==> config.mk <==
export PLATFORM = sky130hd
export DESIGN_NAME = axi_burst_master_flat
export DESIGN_NICKNAME = d
export VERILOG_FILES = /design/src/rtl/axi_mst_pkg.sv /design/src/rtl/axi_burst_master_if.sv /design/src/rtl/axi_burst_master.sv /design/src/flat_wrapper.sv
export SDC_FILE = /design/constraint.sdc
export NUM_CORES = 1
export LEC_CHECK = 0
export ABC_AREA = 1
export ABC_CLOCK_PERIOD_IN_PS = 2700
export CAP_MARGIN = 20
export CORE_AREA = 2 2 120 122
export CTS_BUF_LIST = sky130_fd_sc_hd__clkbuf_8
export CTS_CLUSTER_DIAMETER = 120
export DETAILED_ROUTE_END_ITERATION = 8
export DIE_AREA = 0 0 122 124
export DONT_BUFFER_PORTS = 1
export PLACE_DENSITY = 0.33
export SLEW_MARGIN = 40
export SYNTH_ARGS = -nofsm -noshare
export SYNTH_HDL_FRONTEND = slang
export SYNTH_SLANG_ARGS = --single-unit
==> constraint.sdc <==
create_clock -name clk -period 2.7 [get_ports clk]
set_input_delay 0.27 -clock clk [delete_from_list [all_inputs] [get_ports clk]]
set_output_delay 0.27 -clock clk [all_outputs]
set_load 0.01 [all_outputs]
==> src/rtl/axi_mst_pkg.sv <==
// Shared types and AXI encodings for the burst master: FSM state, burst type and response codes.
package axi_mst_pkg;

    typedef enum logic [2:0] {
        ST_IDLE = 3'd0,
        ST_AW   = 3'd1,
        ST_W    = 3'd2,
        ST_B    = 3'd3,
        ST_AR   = 3'd4,
        ST_R    = 3'd5
    } state_t;

    localparam logic [1:0] AXI_BURST_INCR = 2'b01;

    localparam logic [1:0] AXI_RESP_OKAY   = 2'b00;
    localparam logic [1:0] AXI_RESP_EXOKAY = 2'b01;
    localparam logic [1:0] AXI_RESP_SLVERR = 2'b10;
    localparam logic [1:0] AXI_RESP_DECERR = 2'b11;

    // Response codes grow with severity, so the worst response is the numeric maximum.
    function automatic logic [1:0] resp_max(input logic [1:0] a, input logic [1:0] b);
        return (a > b) ? a : b;
    endfunction

endpackage

==> src/rtl/axi_burst_master_if.sv <==
// AXI4 master-side bus bundle (AW/W/B/AR/R) for axi_burst_master.
// Every channel transfers on a clock edge where valid && ready; valid never waits on ready.
interface axi_burst_master_if
    import axi_mst_pkg::*;
#(
    parameter int DATA_WIDTH = 32,
    parameter int ADDR_WIDTH = 16,
    parameter int ID_WIDTH   = 8
);
    localparam int STRB_WIDTH = DATA_WIDTH / 8;

    logic [ID_WIDTH-1:0]   m_axi_awid;
    logic [ADDR_WIDTH-1:0] m_axi_awaddr;
    logic [7:0]            m_axi_awlen;
    logic [2:0]            m_axi_awsize;
    logic [1:0]            m_axi_awburst;
    logic                  m_axi_awlock;
    logic [3:0]            m_axi_awcache;
    logic [2:0]            m_axi_awprot;
    logic                  m_axi_awvalid;
    logic                  m_axi_awready;

    logic [DATA_WIDTH-1:0] m_axi_wdata;
    logic [STRB_WIDTH-1:0] m_axi_wstrb;
    logic                  m_axi_wlast;
    logic                  m_axi_wvalid;
    logic                  m_axi_wready;

    logic [ID_WIDTH-1:0]   m_axi_bid;
    logic [1:0]            m_axi_bresp;
    logic                  m_axi_bvalid;
    logic                  m_axi_bready;

    logic [ID_WIDTH-1:0]   m_axi_arid;
    logic [ADDR_WIDTH-1:0] m_axi_araddr;
    logic [7:0]            m_axi_arlen;
    logic [2:0]            m_axi_arsize;
    logic [1:0]            m_axi_arburst;
    logic                  m_axi_arlock;
    logic [3:0]            m_axi_arcache;
    logic [2:0]            m_axi_arprot;
    logic                  m_axi_arvalid;
    logic                  m_axi_arready;

    logic [ID_WIDTH-1:0]   m_axi_rid;
    logic [DATA_WIDTH-1:0] m_axi_rdata;
    logic [1:0]            m_axi_rresp;
    logic                  m_axi_rlast;
    logic                  m_axi_rvalid;
    logic                  m_axi_rready;

    modport master (
        output m_axi_awid, m_axi_awaddr, m_axi_awlen, m_axi_awsize, m_axi_awburst,
               m_axi_awlock, m_axi_awcache, m_axi_awprot, m_axi_awvalid,
        input  m_axi_awready,
        output m_axi_wdata, m_axi_wstrb, m_axi_wlast, m_axi_wvalid,
        input  m_axi_wready,
        input  m_axi_bid, m_axi_bresp, m_axi_bvalid,
        output m_axi_bready,
        output m_axi_arid, m_axi_araddr, m_axi_arlen, m_axi_arsize, m_axi_arburst,
               m_axi_arlock, m_axi_arcache, m_axi_arprot, m_axi_arvalid,
        input  m_axi_arready,
        input  m_axi_rid, m_axi_rdata, m_axi_rresp, m_axi_rlast, m_axi_rvalid,
        output m_axi_rready
    );

    modport slave (
        input  m_axi_awid, m_axi_awaddr, m_axi_awlen, m_axi_awsize, m_axi_awburst,
               m_axi_awlock, m_axi_awcache, m_axi_awprot, m_axi_awvalid,
        output m_axi_awready,
        input  m_axi_wdata, m_axi_wstrb, m_axi_wlast, m_axi_wvalid,
        output m_axi_wready,
        output m_axi_bid, m_axi_bresp, m_axi_bvalid,
        input  m_axi_bready,
        input  m_axi_arid, m_axi_araddr, m_axi_arlen, m_axi_arsize, m_axi_arburst,
               m_axi_arlock, m_axi_arcache, m_axi_arprot, m_axi_arvalid,
        output m_axi_arready,
        output m_axi_rid, m_axi_rdata, m_axi_rresp, m_axi_rlast, m_axi_rvalid,
        input  m_axi_rready
    );

endinterface

==> src/rtl/axi_burst_master.sv <==
// Single-outstanding AXI4 INCR burst master bridging a command port and write/read data streams.
// Optional error counter output enabled by defining AXI_BURST_MASTER_ERR_CNT_EN.
module axi_burst_master
    import axi_mst_pkg::*;
#(
    parameter int DATA_WIDTH = 32,
    parameter int ADDR_WIDTH = 16,
    parameter int ID_WIDTH   = 8,
    parameter int STRB_WIDTH = DATA_WIDTH / 8
) (
    input  logic                  clk,
    input  logic                  rst,
    input  logic                  cmd_valid,
    output logic                  cmd_ready,
    input  logic                  cmd_write,
    input  logic [ADDR_WIDTH-1:0] cmd_addr,
    input  logic [7:0]            cmd_len,
    input  logic [ID_WIDTH-1:0]   cmd_id,
    input  logic [DATA_WIDTH-1:0] wr_data,
    input  logic [STRB_WIDTH-1:0] wr_strb,
    input  logic                  wr_valid,
    output logic                  wr_ready,
    output logic [DATA_WIDTH-1:0] rd_data,
    output logic                  rd_last,
    output logic                  rd_valid,
    input  logic                  rd_ready,
    output logic                  done,
    output logic [1:0]            resp,
    output logic                  busy,
    output state_t                state_dbg,
`ifdef AXI_BURST_MASTER_ERR_CNT_EN
    output logic [15:0]           err_count,
`endif
    axi_burst_master_if.master    m_axi
);
    localparam int SIZE_LOG2 = $clog2(STRB_WIDTH);

    state_t                state, state_nxt;
    logic [ADDR_WIDTH-1:0] addr_q;
    logic [7:0]            len_q;
    logic [ID_WIDTH-1:0]   id_q;
    logic [7:0]            beat_cnt;
    logic [1:0]            rresp_max_q;
    logic                  cmd_hs, w_hs, r_hs;
    logic                  done_set;
    logic [1:0]            resp_set;
    logic                  unused_ids;

    assign unused_ids = ^{m_axi.m_axi_bid, m_axi.m_axi_rid};

    always_ff @(posedge clk) begin
        if (rst) begin
            state       <= ST_IDLE;
            addr_q      <= '0;
            len_q       <= '0;
            id_q        <= '0;
            beat_cnt    <= '0;
            rresp_max_q <= AXI_RESP_OKAY;
            done        <= 1'b0;
            resp        <= AXI_RESP_OKAY;
        end else begin
            state <= state_nxt;
            done  <= done_set;
            if (done_set) resp <= resp_set;
            if (cmd_hs) begin
                // Address is forced onto a full-bus-width boundary to match AxSIZE.
                addr_q      <= cmd_addr & ~ADDR_WIDTH'(STRB_WIDTH - 1);
                len_q       <= cmd_len;
                id_q        <= cmd_id;
                beat_cnt    <= '0;
                rresp_max_q <= AXI_RESP_OKAY;
            end
            if (w_hs) beat_cnt <= beat_cnt + 8'd1;
            if (r_hs) rresp_max_q <= resp_max(rresp_max_q, m_axi.m_axi_rresp);
        end
    end

`ifdef AXI_BURST_MASTER_ERR_CNT_EN
    always_ff @(posedge clk) begin
        if (rst) begin
            err_count <= '0;
        end else if (done_set && resp_set != AXI_RESP_OKAY && err_count != 16'hFFFF) begin
            err_count <= err_count + 16'd1;
        end
    end
`endif

    always_comb begin
        state_nxt            = state;
        cmd_ready            = 1'b0;
        cmd_hs               = 1'b0;
        w_hs                 = 1'b0;
        r_hs                 = 1'b0;
        done_set             = 1'b0;
        resp_set             = AXI_RESP_OKAY;
        wr_ready             = 1'b0;
        rd_valid             = 1'b0;
        rd_last              = 1'b0;
        m_axi.m_axi_awvalid  = 1'b0;
        m_axi.m_axi_wvalid   = 1'b0;
        m_axi.m_axi_wlast    = 1'b0;
        m_axi.m_axi_bready   = 1'b0;
        m_axi.m_axi_arvalid  = 1'b0;
        m_axi.m_axi_rready   = 1'b0;
        case (state)
            ST_IDLE: begin
                cmd_ready = !rst;
                cmd_hs    = cmd_valid && !rst;
                if (cmd_hs) state_nxt = cmd_write ? ST_AW : ST_AR;
            end
            ST_AW: begin
                m_axi.m_axi_awvalid = 1'b1;
                if (m_axi.m_axi_awready) state_nxt = ST_W;
            end
            ST_W: begin
                m_axi.m_axi_wvalid = wr_valid;
                m_axi.m_axi_wlast  = (beat_cnt == len_q);
                wr_ready           = m_axi.m_axi_wready;
                w_hs               = wr_valid && m_axi.m_axi_wready;
                if (w_hs && m_axi.m_axi_wlast) state_nxt = ST_B;
            end
            ST_B: begin
                m_axi.m_axi_bready = 1'b1;
                if (m_axi.m_axi_bvalid) begin
                    state_nxt = ST_IDLE;
                    done_set  = 1'b1;
                    resp_set  = m_axi.m_axi_bresp;
                end
            end
            ST_AR: begin
                m_axi.m_axi_arvalid = 1'b1;
                if (m_axi.m_axi_arready) state_nxt = ST_R;
            end
            ST_R: begin
                rd_valid           = m_axi.m_axi_rvalid;
                rd_last            = m_axi.m_axi_rlast;
                m_axi.m_axi_rready = rd_ready;
                r_hs               = m_axi.m_axi_rvalid && rd_ready;
                if (r_hs && m_axi.m_axi_rlast) begin
                    state_nxt = ST_IDLE;
                    done_set  = 1'b1;
                    resp_set  = resp_max(rresp_max_q, m_axi.m_axi_rresp);
                end
            end
            default: state_nxt = ST_IDLE;
        endcase
    end

    assign m_axi.m_axi_awid    = id_q;
    assign m_axi.m_axi_awaddr  = addr_q;
    assign m_axi.m_axi_awlen   = len_q;
    assign m_axi.m_axi_awsize  = 3'(SIZE_LOG2);
    assign m_axi.m_axi_awburst = AXI_BURST_INCR;
    assign m_axi.m_axi_awlock  = 1'b0;
    assign m_axi.m_axi_awcache = 4'd0;
    assign m_axi.m_axi_awprot  = 3'd0;
    assign m_axi.m_axi_wdata   = wr_data;
    assign m_axi.m_axi_wstrb   = wr_strb;
    assign m_axi.m_axi_arid    = id_q;
    assign m_axi.m_axi_araddr  = addr_q;
    assign m_axi.m_axi_arlen   = len_q;
    assign m_axi.m_axi_arsize  = 3'(SIZE_LOG2);
    assign m_axi.m_axi_arburst = AXI_BURST_INCR;
    assign m_axi.m_axi_arlock  = 1'b0;
    assign m_axi.m_axi_arcache = 4'd0;
    assign m_axi.m_axi_arprot  = 3'd0;
    assign rd_data             = m_axi.m_axi_rdata;
    assign busy                = (state != ST_IDLE);
    assign state_dbg           = state;

endmodule
==> src/flat_wrapper.sv <==
// flat-port wrapper written by rule: the top's interface ports become plain ports
module axi_burst_master_flat import axi_mst_pkg::*;
#(
    parameter int DATA_WIDTH = 32,
    parameter int ADDR_WIDTH = 16,
    parameter int ID_WIDTH   = 8,
    parameter int STRB_WIDTH = DATA_WIDTH / 8
)
  (clk, rst, cmd_valid, cmd_ready, cmd_write, cmd_addr, cmd_len, cmd_id, wr_data, wr_strb, wr_valid, wr_ready, rd_data, rd_last, rd_valid, rd_ready, done, resp, busy, state_dbg, m_axi_m_axi_awid, m_axi_m_axi_awaddr, m_axi_m_axi_awlen, m_axi_m_axi_awsize, m_axi_m_axi_awburst, m_axi_m_axi_awlock, m_axi_m_axi_awcache, m_axi_m_axi_awprot, m_axi_m_axi_awvalid, m_axi_m_axi_awready, m_axi_m_axi_wdata, m_axi_m_axi_wstrb, m_axi_m_axi_wlast, m_axi_m_axi_wvalid, m_axi_m_axi_wready, m_axi_m_axi_bid, m_axi_m_axi_bresp, m_axi_m_axi_bvalid, m_axi_m_axi_bready, m_axi_m_axi_arid, m_axi_m_axi_araddr, m_axi_m_axi_arlen, m_axi_m_axi_arsize, m_axi_m_axi_arburst, m_axi_m_axi_arlock, m_axi_m_axi_arcache, m_axi_m_axi_arprot, m_axi_m_axi_arvalid, m_axi_m_axi_arready, m_axi_m_axi_rid, m_axi_m_axi_rdata, m_axi_m_axi_rresp, m_axi_m_axi_rlast, m_axi_m_axi_rvalid, m_axi_m_axi_rready);
  axi_burst_master_if #(.DATA_WIDTH(DATA_WIDTH), .ADDR_WIDTH(ADDR_WIDTH), .ID_WIDTH(ID_WIDTH)) m_axi_i ();
  input  logic clk;
  input  logic rst;
  input  logic cmd_valid;
  output logic cmd_ready;
  input  logic cmd_write;
  input  logic [ADDR_WIDTH-1:0] cmd_addr;
  input  logic [7:0] cmd_len;
  input  logic [ID_WIDTH-1:0] cmd_id;
  input  logic [DATA_WIDTH-1:0] wr_data;
  input  logic [STRB_WIDTH-1:0] wr_strb;
  input  logic wr_valid;
  output logic wr_ready;
  output logic [DATA_WIDTH-1:0] rd_data;
  output logic rd_last;
  output logic rd_valid;
  input  logic rd_ready;
  output logic done;
  output logic [1:0] resp;
  output logic busy;
  output state_t state_dbg;
  output wire logic [$bits(m_axi_i.m_axi_awid)-1:0] m_axi_m_axi_awid;
  output wire logic [$bits(m_axi_i.m_axi_awaddr)-1:0] m_axi_m_axi_awaddr;
  output wire logic [$bits(m_axi_i.m_axi_awlen)-1:0] m_axi_m_axi_awlen;
  output wire logic [$bits(m_axi_i.m_axi_awsize)-1:0] m_axi_m_axi_awsize;
  output wire logic [$bits(m_axi_i.m_axi_awburst)-1:0] m_axi_m_axi_awburst;
  output wire logic [$bits(m_axi_i.m_axi_awlock)-1:0] m_axi_m_axi_awlock;
  output wire logic [$bits(m_axi_i.m_axi_awcache)-1:0] m_axi_m_axi_awcache;
  output wire logic [$bits(m_axi_i.m_axi_awprot)-1:0] m_axi_m_axi_awprot;
  output wire logic [$bits(m_axi_i.m_axi_awvalid)-1:0] m_axi_m_axi_awvalid;
  input wire logic [$bits(m_axi_i.m_axi_awready)-1:0] m_axi_m_axi_awready;
  output wire logic [$bits(m_axi_i.m_axi_wdata)-1:0] m_axi_m_axi_wdata;
  output wire logic [$bits(m_axi_i.m_axi_wstrb)-1:0] m_axi_m_axi_wstrb;
  output wire logic [$bits(m_axi_i.m_axi_wlast)-1:0] m_axi_m_axi_wlast;
  output wire logic [$bits(m_axi_i.m_axi_wvalid)-1:0] m_axi_m_axi_wvalid;
  input wire logic [$bits(m_axi_i.m_axi_wready)-1:0] m_axi_m_axi_wready;
  input wire logic [$bits(m_axi_i.m_axi_bid)-1:0] m_axi_m_axi_bid;
  input wire logic [$bits(m_axi_i.m_axi_bresp)-1:0] m_axi_m_axi_bresp;
  input wire logic [$bits(m_axi_i.m_axi_bvalid)-1:0] m_axi_m_axi_bvalid;
  output wire logic [$bits(m_axi_i.m_axi_bready)-1:0] m_axi_m_axi_bready;
  output wire logic [$bits(m_axi_i.m_axi_arid)-1:0] m_axi_m_axi_arid;
  output wire logic [$bits(m_axi_i.m_axi_araddr)-1:0] m_axi_m_axi_araddr;
  output wire logic [$bits(m_axi_i.m_axi_arlen)-1:0] m_axi_m_axi_arlen;
  output wire logic [$bits(m_axi_i.m_axi_arsize)-1:0] m_axi_m_axi_arsize;
  output wire logic [$bits(m_axi_i.m_axi_arburst)-1:0] m_axi_m_axi_arburst;
  output wire logic [$bits(m_axi_i.m_axi_arlock)-1:0] m_axi_m_axi_arlock;
  output wire logic [$bits(m_axi_i.m_axi_arcache)-1:0] m_axi_m_axi_arcache;
  output wire logic [$bits(m_axi_i.m_axi_arprot)-1:0] m_axi_m_axi_arprot;
  output wire logic [$bits(m_axi_i.m_axi_arvalid)-1:0] m_axi_m_axi_arvalid;
  input wire logic [$bits(m_axi_i.m_axi_arready)-1:0] m_axi_m_axi_arready;
  input wire logic [$bits(m_axi_i.m_axi_rid)-1:0] m_axi_m_axi_rid;
  input wire logic [$bits(m_axi_i.m_axi_rdata)-1:0] m_axi_m_axi_rdata;
  input wire logic [$bits(m_axi_i.m_axi_rresp)-1:0] m_axi_m_axi_rresp;
  input wire logic [$bits(m_axi_i.m_axi_rlast)-1:0] m_axi_m_axi_rlast;
  input wire logic [$bits(m_axi_i.m_axi_rvalid)-1:0] m_axi_m_axi_rvalid;
  output wire logic [$bits(m_axi_i.m_axi_rready)-1:0] m_axi_m_axi_rready;
  assign m_axi_m_axi_awid = m_axi_i.m_axi_awid;
  assign m_axi_m_axi_awaddr = m_axi_i.m_axi_awaddr;
  assign m_axi_m_axi_awlen = m_axi_i.m_axi_awlen;
  assign m_axi_m_axi_awsize = m_axi_i.m_axi_awsize;
  assign m_axi_m_axi_awburst = m_axi_i.m_axi_awburst;
  assign m_axi_m_axi_awlock = m_axi_i.m_axi_awlock;
  assign m_axi_m_axi_awcache = m_axi_i.m_axi_awcache;
  assign m_axi_m_axi_awprot = m_axi_i.m_axi_awprot;
  assign m_axi_m_axi_awvalid = m_axi_i.m_axi_awvalid;
  assign m_axi_i.m_axi_awready = m_axi_m_axi_awready;
  assign m_axi_m_axi_wdata = m_axi_i.m_axi_wdata;
  assign m_axi_m_axi_wstrb = m_axi_i.m_axi_wstrb;
  assign m_axi_m_axi_wlast = m_axi_i.m_axi_wlast;
  assign m_axi_m_axi_wvalid = m_axi_i.m_axi_wvalid;
  assign m_axi_i.m_axi_wready = m_axi_m_axi_wready;
  assign m_axi_i.m_axi_bid = m_axi_m_axi_bid;
  assign m_axi_i.m_axi_bresp = m_axi_m_axi_bresp;
  assign m_axi_i.m_axi_bvalid = m_axi_m_axi_bvalid;
  assign m_axi_m_axi_bready = m_axi_i.m_axi_bready;
  assign m_axi_m_axi_arid = m_axi_i.m_axi_arid;
  assign m_axi_m_axi_araddr = m_axi_i.m_axi_araddr;
  assign m_axi_m_axi_arlen = m_axi_i.m_axi_arlen;
  assign m_axi_m_axi_arsize = m_axi_i.m_axi_arsize;
  assign m_axi_m_axi_arburst = m_axi_i.m_axi_arburst;
  assign m_axi_m_axi_arlock = m_axi_i.m_axi_arlock;
  assign m_axi_m_axi_arcache = m_axi_i.m_axi_arcache;
  assign m_axi_m_axi_arprot = m_axi_i.m_axi_arprot;
  assign m_axi_m_axi_arvalid = m_axi_i.m_axi_arvalid;
  assign m_axi_i.m_axi_arready = m_axi_m_axi_arready;
  assign m_axi_i.m_axi_rid = m_axi_m_axi_rid;
  assign m_axi_i.m_axi_rdata = m_axi_m_axi_rdata;
  assign m_axi_i.m_axi_rresp = m_axi_m_axi_rresp;
  assign m_axi_i.m_axi_rlast = m_axi_m_axi_rlast;
  assign m_axi_i.m_axi_rvalid = m_axi_m_axi_rvalid;
  assign m_axi_m_axi_rready = m_axi_i.m_axi_rready;
  axi_burst_master #(.DATA_WIDTH(DATA_WIDTH), .ADDR_WIDTH(ADDR_WIDTH), .ID_WIDTH(ID_WIDTH), .STRB_WIDTH(STRB_WIDTH)) u_core (.clk(clk), .rst(rst), .cmd_valid(cmd_valid), .cmd_ready(cmd_ready), .cmd_write(cmd_write), .cmd_addr(cmd_addr), .cmd_len(cmd_len), .cmd_id(cmd_id), .wr_data(wr_data), .wr_strb(wr_strb), .wr_valid(wr_valid), .wr_ready(wr_ready), .rd_data(rd_data), .rd_last(rd_last), .rd_valid(rd_valid), .rd_ready(rd_ready), .done(done), .resp(resp), .busy(busy), .state_dbg(state_dbg), .m_axi(m_axi_i));
endmodule
==> results.yml, run 1 <==
drt:
  drtPass1Iterations: 4
  vias: 2034
  routed_wl_um: 7220
  first_iter_violations: 71
  drc: 0
  routed_via_density: 3.93
  wl_per_cell_um: 13.9
  ant_nets: 0
sta:
  slew_headroom: 0.661
  hold_violations: 0
  fmax_ghz: 0.545
  final.setup.worst_slack_ns: 0.864
  grt_setup_unrepaired: "no"
  finalSetupViolations: 0
  period_needed_ns: 1.84
  maxSlewViolCount: 0
  finalSetupTns_ns: 0
  clock_skew_ns: 0.0106
  worst_hold_slack_ns: 0.0541
  fin_crit_sh: 0.680
  worst_pin_slew_ns: 0.508
clocking:
  postCtsHoldBufs: 1
  cts-root-buf: "clkbuf_8"
  cts_resized: 0
  clockBufferDepth: 2
  clk_latency_ns: 0.32
  clkTransAtPathRegs_ns: 0.09
  cts_setup_buffers: 0
  h-tree-depth: 2
  tritoncts: "yes"
  cts-buffers-inserted: 5
  clock-sinks: 46
global_routing:
  grt_max_degree: 35
  grt_first_pass_wirelength_um: 10600
  antenna_found_initial: 0
  grt_overflow: 0
  grt_pass1_vias: 1921
  grt_use_total: 0.0945
worst_setup_path:
  cp_max_fo: 9
  worst-endpoint-arrival_ns: 1.57
  reg2reg_slack_ns: 0.86
  cp-end-kind: "primary output"
  required_ns: 2.43
  r2r.worst_path.cells: 8
  path_class: "reg2out"
  critPathLaunchType: "register"
outcome:
  outcome: "completed"
power:
  vdd_drop_max_uv: 202
  finalPower_mw: 2.14
  p_leak_nw: 1.16
  power.density_nw_per_um2: 832
die:
  die-area_sq_um: 15100
  die_x_um: 122
  fp.dieH_um: 124
  ios: 307
  rows: 43
  start_util: 0.232
  core_area_sq_um: 13700
synth:
  syn_avg_cell_area_sq_um: 7.27
  synth_cell_types: 28
  syn_area_sq_um: 3180
  synth_edf_count: 0
  yosysWarnings: 0
  yosysMostFrequentCell: "buf_4"
  ys_ff_latch: 46
  synth_top_area_share: 0.304
  ys_seq_area_frac: 0.289
  synth_ff_type: "dfxtp_1"
  async_flop_share: 0
  synth_area_leaders: "buf_4 30%, dfxtp_1 29%, nand2_1 12%"
  syn_inst: 438
  synth_common_cells: "129 x buf_4, 98 x nand2_1, 46 x dfxtp_1, 39 x nand3_1, 27 x inv_1"
  yosysTopAreaCell: "buf_4"
cells_and_area:
  fill_cells: 1582
  n_antenna_cell: 0
  stdcell_area_sq_um: 2570
  drive_above_1_share: 0.0976
  instances_no_fill: 518
  syn_to_final_growth_pct: -19.1
  final_util: 0.188
  nets: 473
placement:
  place_area_sq_um: 2470
  routabilityCongestion: 0.766
  placedCellCount: 509
  dp_slack_ns: 0.788
  hpwlAfterDp_um: 5480
  port_buffers: 0
run:
  drv_cap: 0
hold_path:
  hold_path.class: "in2reg"
  holdPathStages: 2
-- critical path: stages, from the launching register on --
cell	delay, ns
dfxtp_1	0.65
nand2_4	0.12
nor2_4	0.15
inv_1	0.09
nor2_1	0.22
-- metal layers --
layer  global-route usage  vias up  routed length [um]
li1                     -     1001                   -
met1               0.0920      902                2690
met2                0.157       92                3430
met3               0.0348       39                 671
met4               0.0862        0                 420
met5                    0        -                   0
-- area by class of cell --
cell class / count / area [sq um] / share of cell area
Tap cell: 180 / 225 / 0.0875
Multi-Input combinational cell: 247 / 1180 / 0.459
Timing Repair Buffer: 4 / 32.5 / 0.0126
Clock buffer: 6 / 82.6 / 0.0321
Sequential cell: 46 / 921 / 0.358
Clock inverter: 2 / 8.76 / 0.00340
Inverter: 33 / 124 / 0.0481
-- final timing paths --
check	endpoint	start
max reg2reg	u_core.beat_cnt[7]	u_core.state_dbg[1]
min reg2reg	u_core.beat_cnt[7]	u_core.beat_cnt[7]
min	u_core.m_axi.m_axi_araddr[3]	cmd_addr[3]
max	m_axi_m_axi_wlast	u_core.state_dbg[1]
-- state kept, by name, summed over array words and instances, names as in the netlist --
name / flops
u_core.beat_cnt: 8
u_core.rresp_max_q: 2
u_core.resp: 2
u_core.state_dbg: 3
u_core.m_axi.m_axi_araddr: 14
u_core.done: 1
u_core.m_axi.m_axi_arlen: 8
u_core.m_axi.m_axi_arid: 8
-- placed cells by master, fill, tap and decap left out, types with 2 or more instances in the layout --
cell type,instances
nand3_1,39
inv_2,5
clkbuf_8,6
o21ai_0,7
nor2_1,17
nor2_2,6
inv_1,28
nand2_4,2
a21oi_1,17
nor3_1,5
a211oi_1,2
nand2_1,98
conb_1,30
buf_4,3
nor2_4,5
nand2_2,3
xnor2_1,5
dfxtp_1,46
ha_1,4
-- where the power goes --
part	internal [mW]	total, mW	switching (mW)
registers	0.796	1.07	0.271
logic	0.195	0.617	0.422
clock network	0.203	0.459	0.255
-- logic make-up after synthesis --
kind of cell,Yosys count,share of synthesized area
other,2,0.00236
buffers and inverters,173,0.373
AND/OR/NAND/NOR,176,0.249
XOR/XNOR,5,0.0138
flip-flops,46,0.289
AO/OA/AOI/OAI,32,0.0570
adder cells (fa/ha/maj),4,0.0157
Power figures use the tool's default switching activity.
==> run 2, diff against run 1 <==
--- a/config.mk
+++ b/config.mk
@@ -6,7 +6,7 @@
 export NUM_CORES = 1
 export LEC_CHECK = 0
 export ABC_AREA = 1
-export ABC_CLOCK_PERIOD_IN_PS = 2700
+export ABC_CLOCK_PERIOD_IN_PS = 1600
 export CAP_MARGIN = 20
 export CORE_AREA = 2 2 120 122
 export CTS_BUF_LIST = sky130_fd_sc_hd__clkbuf_8
@@ -14,7 +14,7 @@
 export DETAILED_ROUTE_END_ITERATION = 8
 export DIE_AREA = 0 0 122 124
 export DONT_BUFFER_PORTS = 1
-export PLACE_DENSITY = 0.33
+export PLACE_DENSITY = 0.34
 export SLEW_MARGIN = 40
 export SYNTH_ARGS = -nofsm -noshare
 export SYNTH_HDL_FRONTEND = slang
==> constraint.sdc (replaced) <==
create_clock -name clk -period 1.6 [get_ports clk]
set_input_delay 0.16 -clock clk [delete_from_list [all_inputs] [get_ports clk]]
set_output_delay 0.16 -clock clk [all_outputs]
set_load 0.01 [all_outputs]
==> results.yml, run 2 (synthesis results as in run 1) <==
outcome:
  outcome: "completed"
global_routing:
  grt_use_met1: 0.0964
  grt_pass1_vias: 2048
  grt_most_used_layer: "met2"
  grt_first_pass_wirelength_um: 10400
  antenna_found_initial: 0
  met2_usage: 0.154
  grt_max_degree: 37
  grt_use_total: 0.0893
  gr-usage-met3: 0.0279
  grt_overflow: 0
drt:
  vias: 2168
  ant_nets: 0
  drtPass1Iterations: 4
  first_iter_violations: 46
  routed_wl_um: 6920
  drc: 0
  wl_per_cell_um: 12.3
  routed_via_density: 3.86
hold_path:
  hold_start: "cmd_len[1]"
  hold_path.class: "in2reg"
sta:
  clock_skew_ns: 0.00982
  finalSetupTns_ns: 0
  hold_violations: 0
  finalSetupViolations: 0
  maxSlewViolCount: 0
  final.setup.worst_slack_ns: 0.0850
  fmax_ghz: 0.660
  grt_setup_unrepaired: "yes"
  fin_crit_sh: 0.947
  period_needed_ns: 1.52
clocking:
  clockBufferDepth: 2
  cts-buffers-inserted: 5
  tritoncts: "yes"
  cts_setup_buffers: 0
  clock-sinks: 46
  clkTransAtPathRegs_ns: 0.10
  clk_latency_ns: 0.31
  cts-root-buf: "clkbuf_8"
  h-tree-depth: 2
die:
  start_util: 0.232
  die-area_sq_um: 15100
  ios: 307
  fp.dieH_um: 124
  die_x_um: 122
  core_area_sq_um: 13700
  rows: 43
placement:
  dp_slack_ns: 0.143
  placedCellCount: 525
  place_area_sq_um: 2610
  port_buffers: 0
  hpwlAfterDp_um: 5170
  routabilityCongestion: 0.719
worst_setup_path:
  rr_startpoint: "u_core.state_dbg[1]"
  path_class: "reg2out"
  required_ns: 1.44
  critPathLaunchType: "register"
  startpoint: "u_core.beat_cnt[0]"
  cp-end-kind: "primary output"
  worst-endpoint-arrival_ns: 1.36
  cp_max_fo: 4
power:
  p_leak_nw: 1.38
  finalPower_mw: 4.08
  vdd_drop_max_uv: 365
  power.density_nw_per_um2: 1340
cells_and_area:
  instances_no_fill: 562
  stdcell_area_sq_um: 3040
  nets: 517
  syn_to_final_growth_pct: -4.56
  final_common_cell: "nand2_1"
  largest_reg_flops: 14
  drive_above_1_share: 0.154
  layout_common_cells: "97 x nand2_1, 44 x dfxtp_1, 39 x nand3_1"
  n_antenna_cell: 0
run:
  drv_cap: 0
run 2: cell types whose count changed in the layout (fill, tap and decap cells not counted), moves of 2 or more:
cell           change
inv_1              -2
dlygate4sd3_1     +28
dfxtp_1            -2
nor2_1             -4
nor2_2             +3
buf_4             +14
dfxtp_2            +2
run 2: repair_timing:
action / in CTS / in global routing
setup endpoints to repair: 1 / 5
pin swaps: 0 / 1
resized for setup: 1 / 10
endpoints found under the hold margin: 38 / 0
hold buffers: 29 / 0
run 2: worst max-delay path: stages (launching register included):
cell	delay, ns
dfxtp_1	0.33
buf_4	0.14
xnor2_1	0.14
nand2_1	0.10
nor2_2	0.13
nand2_2	0.08
nor2_4	0.11
run 2: path summary, 6_finish.rpt:
path                                       to  slack [ns]  cells after the start
hold / removal    u_core.m_axi.m_axi_arlen[1]        0.04                      2
setup reg to reg           u_core.beat_cnt[7]        0.16                      9
hold reg to reg            u_core.beat_cnt[6]        0.48                      1
setup / recovery            m_axi_m_axi_wlast        0.08                      6
run 2: layout make-up:
type / instances / area, sq um
repair buffers: 48 / 449
multi-input cells: 247 / 1200
fillers: 1561 / 10700
clock buffers: 5 / 68.8
clock inverters: 3 / 43.8
flip-flops and latches: 46 / 923
well taps: 180 / 225
inverters: 33 / 124
run 2: power by group:
part	switching [mW]	total [mW]	internal (mW)
Sequential	0.283	1.63	1.35
Combinational	0.962	1.53	0.567
Clock	0.451	0.921	0.469
Total	1.70	4.08	2.38
run 2: routing by layer:
metal / part of all wire / vias to the layer above
met2: 0.49 / 108
met5: 0 / -
met4: 0.033 / 0
li1: - / 1092
met3: 0.079 / 27
met1: 0.39 / 941
run 2: through the flow:
step / hold WS [ns] / util
2_1_floorplan: 0.270 / -
3_3_place_gp: 0.235 / 0.190
3_5_place_dp: 0.237 / 0.190
4_1_cts: 0.0300 / 0.220
5_1_grt: 0.0318 / 0.221
6_report: 0.0416 / 0.221
==> run 3, diff against run 2 <==
--- a/config.mk
+++ b/config.mk
@@ -8,13 +8,13 @@
 export ABC_AREA = 1
 export ABC_CLOCK_PERIOD_IN_PS = 1600
 export CAP_MARGIN = 20
-export CORE_AREA = 2 2 120 122
-export CTS_BUF_LIST = sky130_fd_sc_hd__clkbuf_8
+export CORE_AREA = 2 2 119 121
+export CTS_BUF_LIST = sky130_fd_sc_hd__clkbuf_16
 export CTS_CLUSTER_DIAMETER = 120
 export DETAILED_ROUTE_END_ITERATION = 8
-export DIE_AREA = 0 0 122 124
+export DIE_AREA = 0 0 121 123
 export DONT_BUFFER_PORTS = 1
-export PLACE_DENSITY = 0.34
+export PLACE_DENSITY = 0.35
 export SLEW_MARGIN = 40
 export SYNTH_ARGS = -nofsm -noshare
 export SYNTH_HDL_FRONTEND = slang
==> results.yml, run 3 (synthesis results as in run 1) <==
die:
  die_x_um: 121
  rows: 43
  ios: 307
  core_area_sq_um: 13600
  start_util: 0.234
  die-area_sq_um: 14900
  fp.dieH_um: 123
worst_setup_path:
  worst_path_max_delay_cell: "dfxtp_2"
  required_ns: 1.44
  cp_top_family: "buffers and inverters"
  cp-end-kind: "primary output"
  cp_max_fo: 7
  path_class: "reg2out"
  crit_buf_inv: 3
  worst-endpoint-arrival_ns: 1.33
  critPathLaunchType: "register"
  worstPathCellList: "buf_6 > nand2_4 > nor2_4 > buf_4 > inv_1 > nor2_2"
  critPathMaxStageDelay_ns: 0.35
cells_and_area:
  instances_no_fill: 564
  syn_to_final_growth_pct: -2.99
  layout_common_cells: "96 x nand2_1, 45 x dfxtp_1, 39 x nand3_1"
  nets: 519
  final_common_cell: "nand2_1"
  fill_cells: 1521
  largest_reg_flops: 14
  n_antenna_cell: 0
  drive_above_1_share: 0.156
global_routing:
  grt_use_total: 0.0939
  grt_pass1_vias: 2029
  grt_first_pass_wirelength_um: 10700
  grt_max_degree: 28
  grt_overflow: 0
  antenna_found_initial: 0
drt:
  vias: 2162
  drtPass1Iterations: 4
  routed_via_density: 3.83
  ant_nets: 0
  drc: 0
  first_iter_violations: 34
  routed_wl_um: 7320
  wl_per_cell_um: 13.0
clocking:
  clockBufferDepth: 2
  clkTransAtPathRegs_ns: 0.06
  cts-buffers-inserted: 5
  clk_latency_ns: 0.29
  clock-sinks: 46
  tritoncts: "yes"
  h-tree-depth: 2
  cts-root-buf: "clkbuf_16"
  cts_setup_buffers: 0
hold_path:
  hold_path.class: "in2reg"
placement:
  routabilityCongestion: 0.756
  hpwlAfterDp_um: 5580
  placedCellCount: 528
  port_buffers: 0
power:
  p_int_mw: 2.52
  p_leak_nw: 1.40
  finalPower_mw: 4.24
  vdd_drop_max_uv: 502
  power.density_nw_per_um2: 1370
  p_clk_frac: 0.243
  p_sw_mw: 1.71
  combPwrFrac: 0.372
  swShare: 0.405
  p_seq_frac: 0.385
sta:
  hold_violations: 0
  fmax_ghz: 0.671
  finalSetupViolations: 0
  finalSetupTns_ns: 0
  fin_crit_sh: 0.931
  slew_headroom: 0.661
  maxSlewViolCount: 0
  clock_skew_ns: 0.00468
  period_needed_ns: 1.49
  worst_pin_slew_ns: 0.507
run:
  drv_cap: 0
outcome:
  outcome: "completed"
## run 3: layer usage
| layer | GRT usage | vias up | wire, um |
|---|---|---|---|
| met5 | 0 | - | 0 |
| met4 | 0.0436 | 0 | 174 |
| met3 | 0.0318 | 18 | 584 |
| met2 | 0.170 | 103 | 3750 |
| met1 | 0.0981 | 947 | 2810 |
| li1 | - | 1094 | - |
## run 3: repair_timing
action,CTS,global route
cloned,0,0
hold buffers,28,0
hold endpoints to repair,36,0
gates resized for setup,1,10
endpoints found under the setup margin,3,4
pin swaps,0,2
## run 3: worst paths after layout
check / slack, ns / startpoint / end / depth (start not counted)
worst max-delay path: 0.11 / u_core.state_dbg[1] / m_axi_m_axi_wvalid / 6
worst min-delay path: 0.02 / m_axi_m_axi_rlast / u_core.resp[0] / 2
worst max register to register: 0.17 / u_core.beat_cnt[1] / u_core.beat_cnt[6] / 7
worst min register to register: 0.47 / u_core.beat_cnt[7] / u_core.beat_cnt[7] / 1
## run 3: through the flow
stage	instance area, sq um	utilization	hold WS [ns]	worst slack, ns
finish	3090	0.227	0.0165	0.110
global route	3090	0.227	0.0186	-0.00323
CTS	3050	0.224	0.00213	-0.0213
detailed placement	2630	0.193	0.236	0.166
global placement	2630	0.193	0.233	0.180
floorplan	3290	-	0.270	0.139
## run 3: cell type report
type,count,area [sq um],share of cell area
clock inverters,3,16.3,0.00527
clock buffers,5,125,0.0405
inverters,33,124,0.0401
repair buffers,50,462,0.150
multi-input cells,247,1210,0.393
flip-flops and latches,46,922,0.299
well taps,180,225,0.0729
## run 3: worst reg2reg max path: cells and delay by family, from the launching register on
kind | cells | cell delay, ns
fa+ha+maj | 1 | 0.21
compound gates | 2 | 0.23
buf+inv | 1 | 0.06
simple gates | 3 | 0.44
flops | 1 | 0.40
## run 3: power by group through the flow
stage / sequential (mW) / clock [mW] / combinational [mW]
2_1_floorplan: 1.62 / 0 / 1.53
3_3_place_gp: 1.66 / 0 / 1.47
3_5_place_dp: 1.66 / 0 / 1.48
4_1_cts: 1.63 / 1.09 / 1.55
5_1_grt: 1.67 / 1.13 / 1.77
6_report: 1.63 / 1.03 / 1.57
